`src/rtl/mesh_pkg.sv`:
```
// mesh_pkg: shared widths and packet type for mesh ejection endpoints
package mesh_pkg;
  localparam int QOS_W = 1;
  localparam int ID_W = 6;
  localparam int TYPE_W = 2;
  localparam int FLIT_W = 8;
  typedef struct packed {
    logic [QOS_W-1:0] qos;
    logic [TYPE_W-1:0] typ;
    logic [ID_W-1:0] src;
    logic [ID_W-1:0] tgt;
    logic [FLIT_W-1:0] data;
  } pkt_t;
endpackage

```
`src/rtl/pkt_ej_fifo.sv`:
```
// pkt_ej_fifo: per-class packet FIFO with extra-MSB pointers and a combinational head
module pkt_ej_fifo
  import mesh_pkg::*;
#(
  parameter int DEPTH = 4
) (
  input  logic clk,
  input  logic rst,
  input  logic push,
  input  logic pop,
  input  pkt_t din,
  output pkt_t head,
  output logic full,
  output logic empty
);
  localparam int AW = $clog2(DEPTH);
  pkt_t mem [DEPTH];
  logic [AW:0] wr_ptr, rd_ptr;
  logic do_push, do_pop;
  assign empty = wr_ptr == rd_ptr;
  assign full = (wr_ptr[AW] != rd_ptr[AW]) && (wr_ptr[AW-1:0] == rd_ptr[AW-1:0]);
  assign head = mem[rd_ptr[AW-1:0]];
  assign do_push = push && !full;
  assign do_pop = pop && !empty;
  always_ff @(posedge clk) begin
    if (rst) begin
      wr_ptr <= '0;
      rd_ptr <= '0;
    end else begin
      if (do_push) wr_ptr <= wr_ptr + 1'b1;
      if (do_pop) rd_ptr <= rd_ptr + 1'b1;
    end
  end
  always_ff @(posedge clk)
    if (do_push) mem[wr_ptr[AW-1:0]] <= din;
endmodule

```
`src/rtl/pkt_eject_rx.sv`:
```
// pkt_eject_rx: ejection endpoint with hi/lo QoS FIFOs, starvation-bounded arbitration and counters
module pkt_eject_rx
  import mesh_pkg::*;
#(
  parameter logic [ID_W-1:0] MY_ID = 6'd0,
  parameter int DEPTH = 4,
  parameter int STARVE_MAX = 4
) (
  input  logic clk,
  input  logic rst,
  input  logic pkt_out_vld,
  input  logic [QOS_W-1:0] pkt_out_qos,
  input  logic [TYPE_W-1:0] pkt_out_type,
  input  logic [ID_W-1:0] pkt_out_src,
  input  logic [ID_W-1:0] pkt_out_tgt,
  input  logic [FLIT_W-1:0] pkt_out_data,
  output logic pkt_out_rdy,
  output logic cons_vld,
  output logic [QOS_W-1:0] cons_qos,
  output logic [TYPE_W-1:0] cons_type,
  output logic [ID_W-1:0] cons_src,
  output logic [FLIT_W-1:0] cons_data,
  input  logic cons_rdy,
  output logic [15:0] rx_cnt,
  output logic [7:0] drop_cnt,
  output logic err_misroute
);
  localparam int SW = $clog2(STARVE_MAX + 1);
  pkt_t in_pkt, hi_head, lo_head, out_pkt;
  logic hi_full, hi_empty, lo_full, lo_empty;
  logic acc, mine, hi_push, lo_push, hi_pop, lo_pop;
  logic fresh_lo, sel_lo, locked, locked_lo;
  logic [SW-1:0] starve_cnt;
  assign in_pkt = '{pkt_out_qos, pkt_out_type, pkt_out_src, pkt_out_tgt, pkt_out_data};
  assign pkt_out_rdy = !hi_full && !lo_full;
  assign acc = pkt_out_vld && pkt_out_rdy;
  assign mine = pkt_out_tgt == MY_ID;
  assign hi_push = acc && mine && pkt_out_qos[0];
  assign lo_push = acc && mine && !pkt_out_qos[0];
  assign cons_vld = !hi_empty || !lo_empty;
  // a stalled presentation keeps its class even if the other FIFO changes underneath it
  assign fresh_lo = !lo_empty && (hi_empty || starve_cnt == SW'(STARVE_MAX));
  assign sel_lo = locked ? locked_lo : fresh_lo;
  assign out_pkt = !cons_vld ? '0 : sel_lo ? lo_head : hi_head;
  assign hi_pop = cons_vld && cons_rdy && !sel_lo;
  assign lo_pop = cons_vld && cons_rdy && sel_lo;
  assign cons_qos = out_pkt.qos;
  assign cons_type = out_pkt.typ;
  assign cons_src = out_pkt.src;
  assign cons_data = out_pkt.data;
  pkt_ej_fifo #(.DEPTH(DEPTH)) u_hi (
    .clk(clk), .rst(rst), .push(hi_push), .pop(hi_pop), .din(in_pkt),
    .head(hi_head), .full(hi_full), .empty(hi_empty)
  );
  pkt_ej_fifo #(.DEPTH(DEPTH)) u_lo (
    .clk(clk), .rst(rst), .push(lo_push), .pop(lo_pop), .din(in_pkt),
    .head(lo_head), .full(lo_full), .empty(lo_empty)
  );
  always_ff @(posedge clk) begin
    if (rst) begin
      rx_cnt <= '0;
      drop_cnt <= '0;
      err_misroute <= 1'b0;
      starve_cnt <= '0;
      locked <= 1'b0;
      locked_lo <= 1'b0;
    end else begin
      locked <= cons_vld && !cons_rdy;
      locked_lo <= sel_lo;
      if (acc && mine && rx_cnt != '1) rx_cnt <= rx_cnt + 1'b1;
      if (acc && !mine && drop_cnt != '1) drop_cnt <= drop_cnt + 1'b1;
      if (acc && !mine) err_misroute <= 1'b1;
      starve_cnt <= (lo_pop || lo_empty) ? '0 : hi_pop ? starve_cnt + 1'b1 : starve_cnt;
    end
  end
endmodule
```
`config.mk`:
```
export PLATFORM = sky130hd
export DESIGN_NAME = pkt_eject_rx
export DESIGN_NICKNAME = d
export VERILOG_FILES = /design/src/rtl/mesh_pkg.sv /design/src/rtl/pkt_ej_fifo.sv /design/src/rtl/pkt_eject_rx.sv
export SDC_FILE = /design/constraint.sdc
export NUM_CORES = 1
export LEC_CHECK = 0
export CAP_MARGIN = 20
export CORE_MARGIN = 3
export CORE_UTILIZATION = 57
export CTS_CLUSTER_DIAMETER = 50
export DETAILED_ROUTE_END_ITERATION = 8
export PLACE_DENSITY = 0.91
export SLEW_MARGIN = 20
export SYNTH_ARGS = -nofsm -noshare
export SYNTH_HDL_FRONTEND = slang
export SYNTH_SLANG_ARGS = --single-unit
```
`constraint.sdc`:
```
create_clock -name clk -period 4.9 [get_ports clk]
set_input_delay 1.225 -clock clk [delete_from_list [all_inputs] [get_ports clk]]
set_output_delay 1.225 -clock clk [all_outputs]
set_load 0.03 [all_outputs]
```
After elaboration in Yosys (flattened, before gate mapping)

Memories as Yosys holds them, arrays and structs flattened. A register that Yosys moved wholly into a read port is not among the register bits.
Cells that the tools add are included.

Bits in registers: 42
Memories kept: 2
Bits in writable memories: 184
Word-level logic and storage cells: 71
Input bits: 27

Muxes and demuxes: 11
Reduce and logical (&&, ||, !) cells: 32
Equality and inequality tests: 9
Add/sub/neg operators: 7

Memories:

| memory   | depth | bits a word | rd ports | clocked after memory_dff | write ports | RTL line          | text |
|---|---|---|---|---|---|---|---|
| u_hi.mem | 4     | 23          | 1        | 1                        | 1           | pkt_ej_fifo.sv:17 | `pkt_t mem [DEPTH];` |
| u_lo.mem | 4     | 23          | 1        | 1                        | 1           | pkt_ej_fifo.sv:17 |  |

Operator list:

| cell                                                            | count |
|---|---|
| 23-bit 2-to-1 mux                                               | 2 |
| 1-bit logical AND                                               | 19 |
| 16-bit by 1-bit adder with 16-bit output, second input constant | 1 |
| 16-bit inequality test, second input constant                   | 1 |
| 3-bit by 1-bit adder with 3-bit output, second input constant   | 5 |
| 8-bit by 1-bit adder with 8-bit output, second input constant   | 1 |
| 1-bit zero test                                                 | 8 |
| 2-bit 2-to-1 mux                                                | 4 |
| 8-bit inequality test, second input constant                    | 1 |
| 3-bit equality test                                             | 2 |
| 6-bit zero test                                                 | 1 |
| 1-bit 2-to-1 mux                                                | 5 |
| 2-bit equality test                                             | 2 |
| 3-bit equality test, second input constant                      | 1 |
| 1-bit logical OR                                                | 3 |
| 1-bit inequality test                                           | 2 |
| 2-bit OR reduction                                              | 1 |

Longest topological paths before layout

Word-level depth: 10
Mapped depth: 7
Gate-level depth less buffers: 6

Modules after synthesis

A second synthesis with hierarchy kept.

Cells, all modules: 626
Area total of the unflattened synthesis: 9680.5 µm²

Modules (own cells, without submodules):

| module       | area an instance (µm²) | cells an instance | seq. area each (µm²) | instances |
|---|---|---|---|---|
| pkt_ej_fifo  | 3887.5                 | 188               | 2922.8               | 2 |
| pkt_eject_rx | 1905.6                 | 250               | 600.6                | 1 |

Least setup slack after synthesis

OpenSTA, ideal clock, no wires.

Path kind: input port to flip-flop
From: input port pkt_out_tgt[1]
To: memory u_lo.mem[3][0] in the netlist's numbering, enable pin
Library setup time: 412 ps
Arrival: 3411 ps
Slack: 1076 ps
Cell stages on the path: 6
Path buffers: 2
Cells stage by stage: nor4_2 -> and2_1 -> nand4_1 -> buf_2 -> buf_2 -> nor3_1

Cells in the longest elaborated chain, start to end: 6

RTL lines:

| element                                | RTL line           | text |
|---|---|---|
| from (decl)                            | pkt_eject_rx.sv:15 | `input logic [ID_W-1:0] pkt_out_tgt,` |
| 6-bit zero test                        | pkt_eject_rx.sv:37 | `assign mine = pkt_out_tgt == MY_ID;` |
| 1-bit logical AND (2 in series)        | pkt_eject_rx.sv:39 | `assign lo_push = acc && mine && !pkt_out_qos[0];` |
| 1-bit logical AND                      | pkt_ej_fifo.sv:23  | `assign do_push = push && !full;` |
| 1-bit 2-to-1 mux                       | pkt_ej_fifo.sv:35  | `if (do_push) mem[wr_ptr[AW-1:0]] <= din;` |
| 1-bit 2-to-1 mux (implied by the code) | pkt_ej_fifo.sv:35  |  |
| to (decl)                              | pkt_ej_fifo.sv:17  |  |

Every way passes these cells.

Worst setup path in the final report

From: register u_lo.wr_ptr[1]
To: output port cons_data[2]

Cells in the longest elaborated chain, start to end: 6
Elaborated cells on any way between the ends: 7

RTL lines:

| element                 | RTL line                               | text |
|---|---|---|
| from (decl)             | pkt_ej_fifo.sv:18                      | `logic [AW:0] wr_ptr, rd_ptr;` |
| from (signal assigned)  | pkt_ej_fifo.sv:30                      | `if (do_push) wr_ptr <= wr_ptr + 1'b1;` |
| 3-bit equality test (*) | pkt_ej_fifo.sv:20                      | `assign empty = wr_ptr == rd_ptr;` |
| 1-bit zero test (*)     | pkt_eject_rx.sv:40, pkt_eject_rx.sv:42 |  |
| 1-bit logical AND       | pkt_eject_rx.sv:42                     | `assign fresh_lo = !lo_empty && (hi_empty \|\| starve_cnt == SW'(STARVE_MAX));` |
| 1-bit 2-to-1 mux        | pkt_eject_rx.sv:43                     | `assign sel_lo = locked ? locked_lo : fresh_lo;` |
| 23-bit 2-to-1 mux       | pkt_eject_rx.sv:44                     | `assign out_pkt = !cons_vld ? '0 : sel_lo ? lo_head : hi_head;` |
| 23-bit 2-to-1 mux (*)   | pkt_eject_rx.sv:44                     |  |
| to (decl)               | pkt_eject_rx.sv:22                     | `output logic [FLIT_W-1:0] cons_data,` |

Mark *: on every way between the ends. The rest lies on a longest branch, timed or not.

==> impl_results.html <==
<table>
<tr><th>Metric</th><th>Value</th></tr>
<tr><th colspan="2">Power</th></tr>
<tr><td>Total power density per cell area</td><td>330 mW/mm²</td></tr>
<tr><td>Maximum resistive drop on vdd</td><td>0.000246 V</td></tr>
<tr><td>Design Power</td><td>3.02 mW</td></tr>
<tr><td>Leakage power</td><td>2.98 nW</td></tr>
<tr><th colspan="2">Route</th></tr>
<tr><td>Antenna-violating nets left</td><td>0</td></tr>
<tr><td>Drt total wl</td><td>17400 µm</td></tr>
<tr><td>Starting DRC count in detailed routing</td><td>385</td></tr>
<tr><td>Post-route DRC</td><td>0</td></tr>
<tr><td>Vias per std cell</td><td>6.19</td></tr>
<tr><td>Detailed Routing Iterations Pass 1</td><td>5</td></tr>
<tr><td>Total via count after detailed routing</td><td>4868</td></tr>
<tr><td>Wire length per cell after detailed routing</td><td>22.1 µm</td></tr>
<tr><th colspan="2">Finish</th></tr>
<tr><td>Final core occ</td><td>71.0%</td></tr>
<tr><td>Net count reported at finish</td><td>642</td></tr>
<tr><td>Number of fill cells</td><td>804</td></tr>
<tr><td>Area grow syn2layout</td><td>19.4%</td></tr>
<tr><td>Fin area</td><td>0.00914 mm²</td></tr>
<tr><td>Combined flip-flop and latch cell area</td><td>0.00500 mm²</td></tr>
<tr><td>Final Instance Count excl. Fillers</td><td>786</td></tr>
<tr><td>Number of antenna diodes</td><td>0</td></tr>
<tr><td>Fraction of final layout cells sized beyond drive strength 1</td><td>16.1%</td></tr>
<tr><td>Area used by multi-input combinational logic</td><td>0.00251 mm²</td></tr>
<tr><th colspan="2">Critical path</th></tr>
<tr><td>Worst reg2reg endpoint</td><td>u_hi.wr_ptr[2]</td></tr>
<tr><td>List of cells traversed by the critical path</td><td>xor2_1 -&gt; nor3_2 -&gt; o31ai_2 -&gt; buf_4 -&gt; nand2_1 -&gt; a21oi_1 -&gt; clkdlybuf4s50_1</td></tr>
<tr><td>Launching element type of the critical path</td><td>register</td></tr>
<tr><td>Type of element capturing the critical path</td><td>primary output</td></tr>
<tr><td>Worst EP arrival</td><td>3.13 ns</td></tr>
<tr><td>Req. time, crit path</td><td>3.67 ns</td></tr>
<tr><td>FF-to-FF path depth</td><td>6</td></tr>
<tr><td>Highest net fanout along the worst path</td><td>17</td></tr>
<tr><td>Critical path's slowest cell</td><td>clkdlybuf4s50_1</td></tr>
<tr><td>Register-to-register path setup slack</td><td>2.46 ns</td></tr>
<tr><td>Delay of the slowest cell on the worst path</td><td>0.71 ns</td></tr>
<tr><td>Reg2Reg Launch Point</td><td>u_hi.wr_ptr[0]</td></tr>
<tr><td>Critical path start-end classification</td><td>reg -&gt; out</td></tr>
<tr><th colspan="2">Timing</th></tr>
<tr><td>Period utilisation layout</td><td>88.9%</td></tr>
<tr><td>Setup repair after global routing missed its margin</td><td>false</td></tr>
<tr><td>Final WS setup</td><td>0.543 ns</td></tr>
<tr><td>Max Clk Rate</td><td>230 MHz</td></tr>
<tr><td>Worst-Margin Slew</td><td>1.04 ns</td></tr>
<tr><td>Min Tclk post-route</td><td>4.36 ns</td></tr>
<tr><td>Max-slew violation count</td><td>0</td></tr>
<tr><td>Final hold violations</td><td>0</td></tr>
<tr><td>Skew final</td><td>0.00708 ns</td></tr>
<tr><td>Worst slack on hold paths</td><td>0.494 ns</td></tr>
<tr><td>Relative max-transition margin</td><td>30.6%</td></tr>
<tr><td>Setup TNS</td><td>0 ns</td></tr>
<tr><td>Total setup violations reported at the end of the flow</td><td>0</td></tr>
<tr><th colspan="2">Clock tree</th></tr>
<tr><td># hold bufs at CTS</td><td>0</td></tr>
<tr><td>Clk_lat worst skew</td><td>0.42 ns</td></tr>
<tr><td># clock sinks</td><td>182</td></tr>
<tr><td>Count of instances resized after the clock tree is built</td><td>0</td></tr>
<tr><td>CTS tree</td><td>done</td></tr>
<tr><td>Clock slew at reported path FFs</td><td>0.07 ns</td></tr>
<tr><td>Setup repair bufs after CTS</td><td>0</td></tr>
<tr><td>H-tree Lvls</td><td>4</td></tr>
<tr><td>Library cell used as clock root buffer</td><td>clkbuf_16</td></tr>
<tr><td>Clk buf depth</td><td>2</td></tr>
<tr><td>Total CTS buffers</td><td>17</td></tr>
<tr><th colspan="2">Placed design</th></tr>
<tr><td>Worst setup slack after placement</td><td>1.04 ns</td></tr>
<tr><td>IO buf count</td><td>70</td></tr>
<tr><td>Final weighted congestion in routability-driven placement</td><td>0.875</td></tr>
<tr><td>Cell area reported after detailed placement</td><td>0.00858 mm²</td></tr>
<tr><td>Cell count after placement</td><td>754</td></tr>
<tr><td>HPWL after DPL</td><td>10500 µm</td></tr>
<tr><th colspan="2">GRT</th></tr>
<tr><td>Pin count of the biggest net entering global routing</td><td>55</td></tr>
<tr><td>Via count of the first global-routing pass</td><td>5079</td></tr>
<tr><td>Gr usage total</td><td>24.7%</td></tr>
<tr><td>Antenna violations before repair</td><td>0</td></tr>
<tr><td>Remaining global-route overflow</td><td>0</td></tr>
<tr><td>Wire length of the first global-routing pass</td><td>27500 µm</td></tr>
<tr><th colspan="2">Logic synthesis</th></tr>
<tr><td>Number of distinct standard cells referenced by the synthesized netlist</td><td>50</td></tr>
<tr><td>Post-synth top flop</td><td>edfxtp_1</td></tr>
<tr><td>Fraction of synthesis flops using an asynchronous set or reset pin</td><td>0%</td></tr>
<tr><td>Count of warnings emitted by yosys</td><td>0</td></tr>
<tr><td>Number of standard cells after synthesis</td><td>522</td></tr>
<tr><td>Sequential share of the synthesized area</td><td>65.4%</td></tr>
<tr><td>Synth Net Count</td><td>563</td></tr>
<tr><td>Mean post-synth cell area</td><td>14.7 µm²</td></tr>
<tr><td>Syn Std Cell Area</td><td>0.00765 mm²</td></tr>
<tr><td>Synthesis-stage register bit count</td><td>182</td></tr>
<tr><td>Count of flip-flops with a built-in enable after synthesis</td><td>136</td></tr>
<tr><th colspan="2">Die</th></tr>
<tr><td>Starting Density</td><td>59.5%</td></tr>
<tr><td>Die H</td><td>122 µm</td></tr>
<tr><td>Overall die area</td><td>0.0149 mm²</td></tr>
<tr><td>Number of top-level pins</td><td>71</td></tr>
<tr><td>Area of the placeable core</td><td>0.0129 mm²</td></tr>
<tr><td>Number of rows created at floorplan</td><td>41</td></tr>
<tr><td>Width of the die</td><td>122 µm</td></tr>
<tr><th colspan="2">Run status</th></tr>
<tr><td>Outcome</td><td>finished, final reports clean</td></tr>
<tr><th colspan="2">Worst hold path</th></tr>
<tr><td>Min-Delay Startpoint</td><td>u_lo.wr_ptr[2]</td></tr>
<tr><td>Count of cells along the worst hold path</td><td>2</td></tr>
<tr><td>Hold WC Path Type</td><td>reg -&gt; reg</td></tr>
<tr><td>Hold worst-path end</td><td>u_lo.wr_ptr[2]</td></tr>
<tr><th colspan="2">Flow run</th></tr>
<tr><td>Max-cap violation count</td><td>0</td></tr>
</table>
## sequential cells by signal, summed over array words and instances (netlist names), named ones only
signal,cells
u_hi.rd_ptr,3
starve_cnt,3
u_lo.rd_ptr,3
locked_lo,1
u_hi.mem,68
u_lo.wr_ptr,3
rx_cnt,16
u_hi.wr_ptr,3
u_lo.mem,68
err_misroute,1
drop_cnt,8
locked,1
## how the worst max path moves through the flow
| stage | from | slack (ns) | end | cells after the start |
|---|---|---|---|---|
| 2_1_floorplan | pkt_out_tgt[1] | 1.08 | u_lo.mem[3][0] | 6 |
| 3_3_place_gp | u_lo.wr_ptr[1] | 1.19 | cons_data[7] | 7 |
| 3_5_place_dp | u_lo.wr_ptr[1] | 1.04 | cons_qos | 7 |
| 4_1_cts | u_lo.wr_ptr[1] | 0.53 | cons_src[1] | 7 |
| 5_1_grt | u_lo.wr_ptr[1] | 0.30 | cons_src[1] | 7 |
| 6_report | u_lo.wr_ptr[1] | 0.54 | cons_data[2] | 7 |
## routing by layer
metal	vias up	track usage [%]	wire [µm]
met4	0	10.3	374
met2	254	42.5	9190
met5	-	0	0
li1	2185	-	-
met3	37	5.80	1210
met1	2392	30.3	6630
## cell usage in the layout (no fill, tap or decap), drive strengths merged, types with 15 or more instances in the layout
cell type,netlist,routed
clkbuf,13,17
clkdlybuf4s50,0,69
buf,11,15
nand2,46,46
dfxtp,46,46
nor2,25,25
mux4,34,34
edfxtp,136,136
a21oi,40,40
inv,13,17
## critical path: cells and delay by family, from the launching register on
| family | cells | cell delay (ns) |
|---|---|---|
| buf+inv | 2 | 1.03 |
| xor+xnor | 1 | 0.38 |
| compound gates | 2 | 0.54 |
| flops | 1 | 0.45 |
| simple gates | 2 | 0.29 |
## cells in the mapped netlist (4+ instances only)
library cell | n | share of area [%]
edfxtp_1 | 136 | 53
dfxtp_1 | 46 | 12
nand2_1 | 46 | 2.3
a21oi_1 | 40 | 2.6
mux4_2 | 34 | 10
nor2_1 | 25 | 1.2
ha_1 | 14 | 2.3
clkbuf_1 | 13 | 0.64
inv_1 | 13 | 0.64
nand3_1 | 13 | 0.85
and3_1 | 11 | 0.90
o31ai_1 | 11 | 1.1
or4_1 | 10 | 0.98
nor2b_1 | 8 | 0.65
nor3_1 | 8 | 0.52
mux2_2 | 7 | 1.0
nand4_1 | 7 | 0.57
xnor2_1 | 7 | 0.80
buf_2 | 6 | 0.39
and2_1 | 5 | 0.41
nand2b_1 | 5 | 0.41
nor4_1 | 5 | 0.41
o21ai_0 | 5 | 0.33
buf_1 | 4 | 0.20
mux2i_1 | 4 | 0.52
## kinds of logic (layout without fill, tap and decap cells)
family          Yosys count  after routing  share of synthesized area, %
simple gates            163            163                          11.6
mux                      45             45                          11.6
compound gates           70             70                          5.87
xor+xnor                 11             11                          1.36
buf+inv                  37            129                          1.96
fa+ha+maj                14             14                          2.29
flops                   182            182                          65.4
## final cells by class
type,instances,share of cell area [%]
clock buffer,17,4.66
clock inverter,15,1.41
inverter,13,0.534
multi-input combinational,303,27.5
sequential,182,54.8
tap,172,2.36
timing repair buffer,84,8.76
## power by group
part | internal [mW] | switching (mW) | leakage [nW]
clock network | 0.702 | 0.576 | 0.269
logic | 0.0337 | 0.0479 | 1.12
registers | 1.66 | 0.00291 | 1.59
total | 2.39 | 0.627 | 2.98
(Power assumes the default switching activity.)
